<file path="src/rtl/exu_bp_update_q_if.sv">
// rtl/exu_bp_update_q_if.sv - resolved-branch update and BHT write-port bundle
interface exu_bp_update_q_if #(
    parameter int IDX_W = 8
);
    logic             upd_valid;
    logic             upd_ready;
    logic [IDX_W-1:0] upd_index;
    logic             upd_way;
    logic [1:0]       upd_hist;
    logic             upd_ataken;
    logic             upd_misp;

    logic             bht_wr_req;
    logic             bht_wr_gnt;
    logic [IDX_W-1:0] bht_wr_index;
    logic             bht_wr_way;
    logic [1:0]       bht_wr_hist;
    logic             bht_wr_urgent;

    // master is the EX resolver plus the IFU arbiter; slave is the queue
    modport master (
        output upd_valid, upd_index, upd_way, upd_hist, upd_ataken, upd_misp, bht_wr_gnt,
        input  upd_ready, bht_wr_req, bht_wr_index, bht_wr_way, bht_wr_hist, bht_wr_urgent
    );

    modport slave (
        input  upd_valid, upd_index, upd_way, upd_hist, upd_ataken, upd_misp, bht_wr_gnt,
        output upd_ready, bht_wr_req, bht_wr_index, bht_wr_way, bht_wr_hist, bht_wr_urgent
    );
endinterface

</file>
<file path="src/rtl/exu_bp_update_q.sv">
// rtl/exu_bp_update_q.sv - resolved-branch BHT update FIFO with starvation escalation
// Optional tail coalescing of same {index, way} updates: EXU_BP_UPD_COALESCE_EN.
module exu_bp_update_q #(
    parameter int DEPTH = 4,
    parameter int IDX_W = 8
) (
    input  logic                     clk,
    input  logic                     rst_l,
    exu_bp_update_q_if.slave         bp,
    output logic [$clog2(DEPTH):0]   occupancy,
    output logic [15:0]              misp_cnt
);
    localparam int PTR_W = $clog2(DEPTH);
    localparam logic [PTR_W:0] FULL_OCC = (PTR_W+1)'(DEPTH);

    typedef struct packed {
        logic [IDX_W-1:0] index;
        logic             way;
        logic [1:0]       hist;
        logic             ataken;
        logic             misp;
    } entry_t;

    typedef enum logic [1:0] {
        ST_IDLE,
        ST_WAIT,
        ST_URGENT
    } stv_state_e;

    entry_t             mem_q [DEPTH];
    logic [PTR_W:0]     wr_ptr_q, wr_ptr_d;
    logic [PTR_W:0]     rd_ptr_q, rd_ptr_d;
    logic [15:0]        misp_cnt_q, misp_cnt_d;
    stv_state_e         state_q, state_d;
    logic [2:0]         stv_cnt_q, stv_cnt_d;

    logic               push_acc;
    logic               pop;
    logic               merge;
    logic               alloc;
    logic [PTR_W:0]     occ_next;
    entry_t             head;
    entry_t             new_ent;
    entry_t             mem_wdata;
    logic [PTR_W-1:0]   mem_waddr;
    logic               mem_we;
    logic               unused_head;

    assign occupancy     = wr_ptr_q - rd_ptr_q;
    assign bp.upd_ready  = (occupancy != FULL_OCC);
    assign bp.bht_wr_req = (occupancy != '0);

    assign head = mem_q[rd_ptr_q[PTR_W-1:0]];

    // Storage is never reset, so gate head fields to keep them zero while empty.
    assign bp.bht_wr_index  = bp.bht_wr_req ? head.index : '0;
    assign bp.bht_wr_way    = bp.bht_wr_req ? head.way   : 1'b0;
    assign bp.bht_wr_hist   = bp.bht_wr_req ? head.hist  : 2'b00;
    assign bp.bht_wr_urgent = (state_q == ST_URGENT);
    assign unused_head      = ^{head.ataken, head.misp};

    assign push_acc = bp.upd_valid & bp.upd_ready;
    assign pop      = bp.bht_wr_req & bp.bht_wr_gnt;

    assign new_ent = '{
        index:  bp.upd_index,
        way:    bp.upd_way,
        hist:   bp.upd_hist,
        ataken: bp.upd_ataken,
        misp:   bp.upd_misp
    };

`ifdef EXU_BP_UPD_COALESCE_EN
    logic [PTR_W-1:0] tail_addr;
    entry_t           tail;

    assign tail_addr = wr_ptr_q[PTR_W-1:0] - PTR_W'(1);
    assign tail      = mem_q[tail_addr];
    // A lone entry leaving this cycle cannot absorb the update; it is pushed fresh.
    assign merge = push_acc & bp.bht_wr_req
                 & (tail.index == bp.upd_index) & (tail.way == bp.upd_way)
                 & ~(pop & (occupancy == (PTR_W+1)'(1)));
`else
    assign merge = 1'b0;
`endif

    assign alloc = push_acc & ~merge;

    always_comb begin
        mem_we    = alloc;
        mem_waddr = wr_ptr_q[PTR_W-1:0];
        mem_wdata = new_ent;
`ifdef EXU_BP_UPD_COALESCE_EN
        if (merge) begin
            mem_we         = 1'b1;
            mem_waddr      = tail_addr;
            mem_wdata.misp = tail.misp | bp.upd_misp;
        end
`endif
    end

    always_comb begin
        wr_ptr_d = wr_ptr_q + (PTR_W+1)'(alloc);
        rd_ptr_d = rd_ptr_q + (PTR_W+1)'(pop);
        occ_next = occupancy + (PTR_W+1)'(alloc) - (PTR_W+1)'(pop);
    end

    always_comb begin
        misp_cnt_d = misp_cnt_q;
        if (push_acc && bp.upd_misp && (misp_cnt_q != 16'hFFFF)) begin
            misp_cnt_d = misp_cnt_q + 16'd1;
        end
    end

    assign misp_cnt = misp_cnt_q;

    // stv_cnt holds the number of consecutive ungranted request cycles so far.
    always_comb begin
        state_d   = state_q;
        stv_cnt_d = stv_cnt_q;
        if (pop) begin
            stv_cnt_d = 3'd0;
            state_d   = (occ_next == '0) ? ST_IDLE : ST_WAIT;
        end else if (bp.bht_wr_req) begin
            case (state_q)
                ST_IDLE: begin
                    state_d   = ST_WAIT;
                    stv_cnt_d = 3'd1;
                end
                ST_WAIT: begin
                    if (stv_cnt_q == 3'd7) begin
                        state_d = ST_URGENT;
                    end else begin
                        stv_cnt_d = stv_cnt_q + 3'd1;
                    end
                end
                default: begin
                    state_d = ST_URGENT;
                end
            endcase
        end
    end

    always_ff @(posedge clk or negedge rst_l) begin
        if (!rst_l) begin
            wr_ptr_q   <= '0;
            rd_ptr_q   <= '0;
            misp_cnt_q <= '0;
            state_q    <= ST_IDLE;
            stv_cnt_q  <= 3'd0;
        end else begin
            wr_ptr_q   <= wr_ptr_d;
            rd_ptr_q   <= rd_ptr_d;
            misp_cnt_q <= misp_cnt_d;
            state_q    <= state_d;
            stv_cnt_q  <= stv_cnt_d;
        end
    end

    always_ff @(posedge clk) begin
        if (mem_we) begin
            mem_q[mem_waddr] <= mem_wdata;
        end
    end
endmodule

</file>
<file path="src/flat_wrapper.sv">
// flat-port wrapper written by rule: the top's interface ports become plain ports
module exu_bp_update_q_flat 
#(
    parameter int DEPTH = 4,
    parameter int IDX_W = 8
)
  (clk, rst_l, occupancy, misp_cnt, bp_upd_valid, bp_upd_index, bp_upd_way, bp_upd_hist, bp_upd_ataken, bp_upd_misp, bp_bht_wr_gnt, bp_upd_ready, bp_bht_wr_req, bp_bht_wr_index, bp_bht_wr_way, bp_bht_wr_hist, bp_bht_wr_urgent);
  exu_bp_update_q_if #(.IDX_W(IDX_W)) bp_i ();
  input  logic clk;
  input  logic rst_l;
  output logic [$clog2(DEPTH):0] occupancy;
  output logic [15:0] misp_cnt;
  input wire logic [$bits(bp_i.upd_valid)-1:0] bp_upd_valid;
  input wire logic [$bits(bp_i.upd_index)-1:0] bp_upd_index;
  input wire logic [$bits(bp_i.upd_way)-1:0] bp_upd_way;
  input wire logic [$bits(bp_i.upd_hist)-1:0] bp_upd_hist;
  input wire logic [$bits(bp_i.upd_ataken)-1:0] bp_upd_ataken;
  input wire logic [$bits(bp_i.upd_misp)-1:0] bp_upd_misp;
  input wire logic [$bits(bp_i.bht_wr_gnt)-1:0] bp_bht_wr_gnt;
  output wire logic [$bits(bp_i.upd_ready)-1:0] bp_upd_ready;
  output wire logic [$bits(bp_i.bht_wr_req)-1:0] bp_bht_wr_req;
  output wire logic [$bits(bp_i.bht_wr_index)-1:0] bp_bht_wr_index;
  output wire logic [$bits(bp_i.bht_wr_way)-1:0] bp_bht_wr_way;
  output wire logic [$bits(bp_i.bht_wr_hist)-1:0] bp_bht_wr_hist;
  output wire logic [$bits(bp_i.bht_wr_urgent)-1:0] bp_bht_wr_urgent;
  assign bp_i.upd_valid = bp_upd_valid;
  assign bp_i.upd_index = bp_upd_index;
  assign bp_i.upd_way = bp_upd_way;
  assign bp_i.upd_hist = bp_upd_hist;
  assign bp_i.upd_ataken = bp_upd_ataken;
  assign bp_i.upd_misp = bp_upd_misp;
  assign bp_i.bht_wr_gnt = bp_bht_wr_gnt;
  assign bp_upd_ready = bp_i.upd_ready;
  assign bp_bht_wr_req = bp_i.bht_wr_req;
  assign bp_bht_wr_index = bp_i.bht_wr_index;
  assign bp_bht_wr_way = bp_i.bht_wr_way;
  assign bp_bht_wr_hist = bp_i.bht_wr_hist;
  assign bp_bht_wr_urgent = bp_i.bht_wr_urgent;
  exu_bp_update_q #(.DEPTH(DEPTH), .IDX_W(IDX_W)) u_core (.clk(clk), .rst_l(rst_l), .bp(bp_i), .occupancy(occupancy), .misp_cnt(misp_cnt));
endmodule
</file>
<file path="config.mk">
export PLATFORM = sky130hd
export DESIGN_NAME = exu_bp_update_q_flat
export DESIGN_NICKNAME = d
export VERILOG_FILES = /design/src/rtl/exu_bp_update_q_if.sv /design/src/rtl/exu_bp_update_q.sv /design/src/flat_wrapper.sv
export SDC_FILE = /design/constraint.sdc
export NUM_CORES = 1
export LEC_CHECK = 0
export ABC_AREA = 1
export CORE_MARGIN = 10
export CORE_UTILIZATION = 49
export CTS_CLUSTER_DIAMETER = 150
export DETAILED_ROUTE_END_ITERATION = 8
export GPL_TIMING_DRIVEN = 0
export PLACE_DENSITY = 0.83
export SYNTH_ARGS = -nofsm -noshare
export SYNTH_HDL_FRONTEND = slang
export SYNTH_SLANG_ARGS = --single-unit
export TNS_END_PERCENT = 10
</file>
<file path="constraint.sdc">
create_clock -name clk -period 3 [get_ports clk]
set_input_delay 0.6 -clock clk [delete_from_list [all_inputs] [get_ports clk]]
set_output_delay 0.6 -clock clk [all_outputs]
set_load 0.02 [all_outputs]
</file>
Yosys cells after proc, flatten, opt, wreduce, memory -nomap -nowiden --
Memory sizes are Yosys's and may differ from the RTL's. Index checks and enable logic that the tools add are counted.
Word-level totals: flip-flop bits (word level) 27, bits in latches 0, RAM bits 52, memory bits (read-only) 0, output and inout bits 33, logic and storage cells 45, memories kept 1
Memories:
- u_core.mem_q | depth 4, bits a word 13, rd ports 1, clocked after memory_dff 0, write ports 1, line exu_bp_update_q.sv:30 | entry_t mem_q [DEPTH];
Cells by class: $add $sub $neg 7, $mul 0, divide/modulo/power cells 0, magnitude comparators 0, equal/unequal tests 7, shift-type cells 0, multiplexer cells 14, bitwise operators 2, reductions and logical operators 9
Operators by type and width (count):
- adder 16 x 1 -> 16 bit, second input constant | 1
- != test 16 bit, second input constant | 1
- adder 3 x 1 -> 3 bit | 3
- two-way mux 3 bit | 3
- two-way mux 2 bit | 4
- two-way mux 8 bit | 1
- case mux 3 bit (2 select lines) | 1
- nonzero test 3 bit | 2
- two-way mux 1 bit | 4
- case mux 2 bit (2 select lines) | 1
- adder 3 x 1 -> 3 bit, second input constant | 1
- == test 3 bit, second input constant | 1
- logical NOT 3 bit | 1
- != test 3 x 1 -> 1 bit, second input constant | 1
- != test 3 x 2 -> 1 bit, second input constant | 1
- != test 3 bit, second input constant | 1
- AND reduction 3 bit | 1
- subtractor 3 x 1 -> 3 bit | 1
- subtractor 3 bit | 1
- AND 1 bit | 2
- == test 2 x 1 -> 1 bit, second input constant | 1
- == test 2 bit, second input constant | 1
- logical AND 1 bit | 2
- logical NOT 2 bit | 1
- 2 further kinds | 2

Depth between registers and ports, before layout --
depth in word-level cells 8, gate-level depth with buffers 18, mapped depth without buffers 18

Worst setup path after synthesis --
OpenSTA, ideal clock, no wires.
path type register -> register, start point register u_core.rd_ptr_q[0], end point register u_core.state_q[0], library setup time 0.117 ns, arrival 2.848 ns, data required time 2.883 ns, setup slack 0.036 ns, cell stages (with the launch flop) 16, buffers on the path 0, path through dfrtp_1 > ha_1 > fa_1 > nand2_1 > inv_1 > nand3_4 > nand2_1 > inv_1 > ha_1 > fa_1 > xnor2_1 > a21oi_1 > nor2_1 > nand2_1 > nand2_1 > nand2_1
Between the ends: longest elaborated chain between the ends 8, elaborated cells between the ends (all ways) 13, classes of those cells add/sub (3); eq/ne (2); mux (2); bitwise (2); reduce/logical (4)
RTL lines:
- from (decl) | line exu_bp_update_q.sv:32 | logic [PTR_W:0] rd_ptr_q, rd_ptr_d;
- from (signal assigned) | line exu_bp_update_q.sv:153 | rd_ptr_q <= rd_ptr_d;
- subtractor 3 bit | line exu_bp_update_q.sv:49 | assign occupancy = wr_ptr_q - rd_ptr_q;
- != test 3 bit | line exu_bp_update_q.sv:50 | assign bp.upd_ready = (occupancy != FULL_OCC);
- via bp_upd_ready | line flat_wrapper.sv:20 | output wire logic [$bits(bp_i.upd_ready)-1:0] bp_upd_ready;
- AND 1 bit | line exu_bp_update_q.sv:62 | assign push_acc = bp.upd_valid & bp.upd_ready;
- adder 3 x 1 -> 3 bit | line exu_bp_update_q.sv:105 | occ_next = occupancy + (PTR_W+1)'(alloc) - (PTR_W+1)'(pop);
- subtractor 3 x 1 -> 3 bit | line exu_bp_update_q.sv:105
- logical NOT 3 bit | line exu_bp_update_q.sv:123 | state_d = (occ_next == '0) ? ST_IDLE : ST_WAIT;
- two-way mux 1 bit | line exu_bp_update_q.sv:123
- two-way mux 2 bit | line exu_bp_update_q.sv:121 | if (pop) begin
- to (signal assigned) | line exu_bp_update_q.sv:155 | state_q <= state_d;
- to (decl) | line exu_bp_update_q.sv:34 | stv_state_e state_q, state_d;
The timed path passes the listed nets, and every way through them passes these cells. A chain may end at the register's enable or synchronous reset.

Worst setup path after layout --
start point register u_core.rd_ptr_q[0], end point output bp_bht_wr_index[4]
Between the ends: longest elaborated chain between the ends 3, elaborated cells between the ends (all ways) 4, classes of those cells add/sub (1); mux (1); reduce/logical (1); memory (1)
RTL lines:
- subtractor 3 bit | line exu_bp_update_q.sv:49
- nonzero test 3 bit | line exu_bp_update_q.sv:51 | assign bp.bht_wr_req = (occupancy != '0);
- two-way mux 8 bit * | line exu_bp_update_q.sv:56 | assign bp.bht_wr_index = bp.bht_wr_req ? head.index : '0;
- to (decl) | line flat_wrapper.sv:22 | output wire logic [$bits(bp_i.bht_wr_index)-1:0] bp_bht_wr_index;
Mark *: on every way between the ends. The rest lies on a longest branch, timed or not.

==> flow_metrics.env <==
export IMPL_status="completed"
export IMPL_yosysSeqAreaShare_pct=58.12
export IMPL_num_vias=2574
export IMPL_synth_edff_count=44
export IMPL_synth_common_cells="91 x nand2_1, 44 x edfxtp_1, 44 x nor2_1"
export IMPL_die_w_um=103.7
export IMPL_peakVddDrop_mv=0.4738
export IMPL_avgSynthCellArea_sq_um=10.11
export IMPL_power_mw=4.987
export IMPL_max_slew_margin_pct=33.02
export IMPL_cts_root_buf="clkbuf_8"
export IMPL_gp_congestion=0.7952
export IMPL_routedWlPerCell_um=14.77
export IMPL_fin_skew_ns=0.01427
export IMPL_required_ns=2.40
export IMPL_grt_pass1_wl_um=11960
export IMPL_hold_class="in2async"
export IMPL_antenna_found_initial=0
export IMPL_ys_ff_latch=71
export IMPL_synth_xor_area_share_pct=3.824
export IMPL_worst_slack_ns=0.06428
export IMPL_cts_max_level=3
export IMPL_leakagePower_nw=1.878
export IMPL_endpoint_kind="output port"
export IMPL_synth_fa_ha_area_share_pct=4.443
export IMPL_critPathKind="reg2out"
export IMPL_synth_ff_type="edfxtp_1"
export IMPL_clk_path_buf_depth=2
export IMPL_synth_nets=368
export IMPL_tightest_slew_ns=0.9992
export IMPL_core_sq_um=6794
export IMPL_synthMuxAreaShare_pct=0
export IMPL_routed_wl_um=7503
export IMPL_portBuffers=48
export IMPL_syn_inst=340
export IMPL_synthTopCellsByArea="edfxtp_1 38%, dfrtp_1 20%, nand2_1 9.9%"
export IMPL_first_pass_iters=4
export IMPL_async_flop_share_pct=38.03
export IMPL_hpwl_um=5167
export IMPL_rows=30
export IMPL_die_h_um=103.7
export IMPL_slew_violations=0
export IMPL_finalHoldViolCount=0
export IMPL_clk_latency_ns=0.35
export IMPL_ys_warnings_count=0
export IMPL_nFillCells=505
export IMPL_cts_tree="yes"
export IMPL_num_antenna_cells=0
export IMPL_die_area_sq_um=10760
export IMPL_setup_violations=0
export IMPL_synth_compound_area_share_pct=6.336
export IMPL_yosys_area_share_simple_pct=22.25
export IMPL_multi_input_area_sq_um=1321
export IMPL_seq_area_sq_um=1998
export IMPL_rr_worst_depth=16
export IMPL_grt_overflow=0
export IMPL_drt_iter0_drc=119
export IMPL_placed_cell_area_sq_um=4079
export IMPL_r2r_start="u_core.wr_ptr_q[0]"
export IMPL_ant_nets=0
export IMPL_grt_util_all_layers_pct=13.51
export IMPL_clkTransAtPathRegs_ns=0.08
export IMPL_grt_pass1_vias=2531
export IMPL_yosysTopAreaCell="edfxtp_1"
export IMPL_numCtsBuffers=9
export IMPL_fin_nets=435
export IMPL_grt_max_degree=28
export IMPL_rrSetupSlack_ns=0.10
export IMPL_ys_types=29
export IMPL_synth_top_area_share_pct=38.46
export IMPL_synth_most_common_cell="nand2_1"
export IMPL_cap_violations=0
export IMPL_final_layout_size_suffix_gt1_share_pct=16.75
export IMPL_p_per_area_nw_per_um2=1147
export IMPL_period_needed_ns=2.936
export IMPL_final_period_utilization_pct=97.86
export IMPL_critical_path_peak_fanout=10
export IMPL_cts_hold_buffers=0
export IMPL_dp_worst_setup_slack_ns=-0.3062
export IMPL_clock_sinks=71
export IMPL_via_per_inst=5.067
export IMPL_synth_top_family_by_area="simple AND/OR/NAND/NOR gates"
export IMPL_critical_path_arrival_ns=2.34
export IMPL_area_growth_pct=26.55
export IMPL_clock_fmax_mhz=340.6
export IMPL_postLayoutCellArea_sq_um=4348
export IMPL_drc=0
export IMPL_initial_core_util_pct=50.57
export IMPL_start_kind="flop"
export IMPL_final_setup_tns_ns=0
export IMPL_hold_ws_ns=0.2606
export IMPL_reg2reg_to="u_core.state_q[0]"
export IMPL_pin_count=50
export IMPL_synthesis_area_sq_um=3436
export IMPL_rsz0062_at_grt="yes"
## layout by cell type, fill, tap and decap left out, drive strengths merged
cell,instances
nand3,10
xor2,9
nand2,98
o31ai,1
buf,19
dlygate4sd2,3
nand4,4
dfrtp,27
edfxtp,44
clkdlybuf4s15,2
xnor2,6
clkbuf,16
a21oi,5
clkinvlp,1
nor2,49
nand3b,1
inv,35
clkdlybuf4s50,34
clkinv,2
bufinv,2
nor3,5
o21ai,17
fa,2
o32ai,11
ha,9
## power breakdown
part	leakage [nW]	internal (mW)	switching, mW
combinational	1.01	1.03	1.64
clock	0.112	0.479	0.385
sequential	0.754	1.31	0.143
total	1.88	2.81	2.17
## how the worst max path moves through the flow
stage / startpoint / to / slack [ns] / depth (start not counted)
after floorplan: u_core.rd_ptr_q[0] / u_core.state_q[0] / 0.04 / 15
after global placement: u_core.rd_ptr_q[0] / u_core.mem_q[1][6] / -0.45 / 7
after detailed placement: u_core.wr_ptr_q[0] / u_core.state_q[0] / -0.31 / 16
after CTS: u_core.wr_ptr_q[0] / bp_bht_wr_index[7] / -0.03 / 10
after global routing: u_core.wr_ptr_q[0] / u_core.state_q[0] / -0.06 / 16
final: u_core.rd_ptr_q[0] / bp_bht_wr_index[4] / 0.06 / 9
## cell type report
cell class                      instances  area share, %
Buffer                                  9          1.209
Clock buffer                            9          2.849
Clock inverter                          7          2.417
Inverter                               33          2.906
Multi-Input combinational cell        227          30.39
Sequential cell                        71          45.96
Tap cell                               96          2.763
Timing Repair Buffer                   56          11.51
## stage by stage
| stage | instances | utilization (%) |
|---|---|---|
| floorplan | 340 | - |
| global placement | 484 | 59.41 |
| detailed placement | 486 | 60.04 |
| CTS | 506 | 63.98 |
| global route | 508 | 64.00 |
| finish | 508 | 64.00 |
## kinds of logic after synthesis
logic type	count (synthesis)
xor gates and xnor gates	15
AOI/OAI and AO/OA	34
buffers and inverters	42
and+or+nand+nor	167
adders and majority gates	11
DFF	71
## sequential cells by signal, summed over array words and instances, names as in the netlist
signal	cells
u_core.mem_q	44
u_core.misp_cnt	16
u_core.rd_ptr_q	3
u_core.stv_cnt_q	3
u_core.wr_ptr_q	3
u_core.state_q	2
## critical path, cell delays in order, from the launching register on
cell             delay, ns
dfrtp_2               0.42
ha_1                  0.22
fa_2                  0.56
nand2_1               0.09
inv_4                 0.12
nand2_4               0.09
buf_6                 0.16
nand2_1               0.06
inv_1                 0.03
clkdlybuf4s15_2       0.24
## repair_timing
item	CTS	global route
gates resized for setup	38	14
pin swaps	2	1
endpoints found under the setup margin	15	15
buffers inserted	4	2
## routing by layer
| layer | vias up | track usage, % | share of wire [%] |
|---|---|---|---|
| met3 | 8 | 4.647 | 5.1 |
| met1 | 1243 | 15.51 | 42 |
| met2 | 66 | 22.84 | 52 |
| met5 | - | 0 | 0 |
| li1 | 1257 | - | - |
| met4 | 0 | 4.771 | 0.96 |
Power figures use the tool's default switching activity.
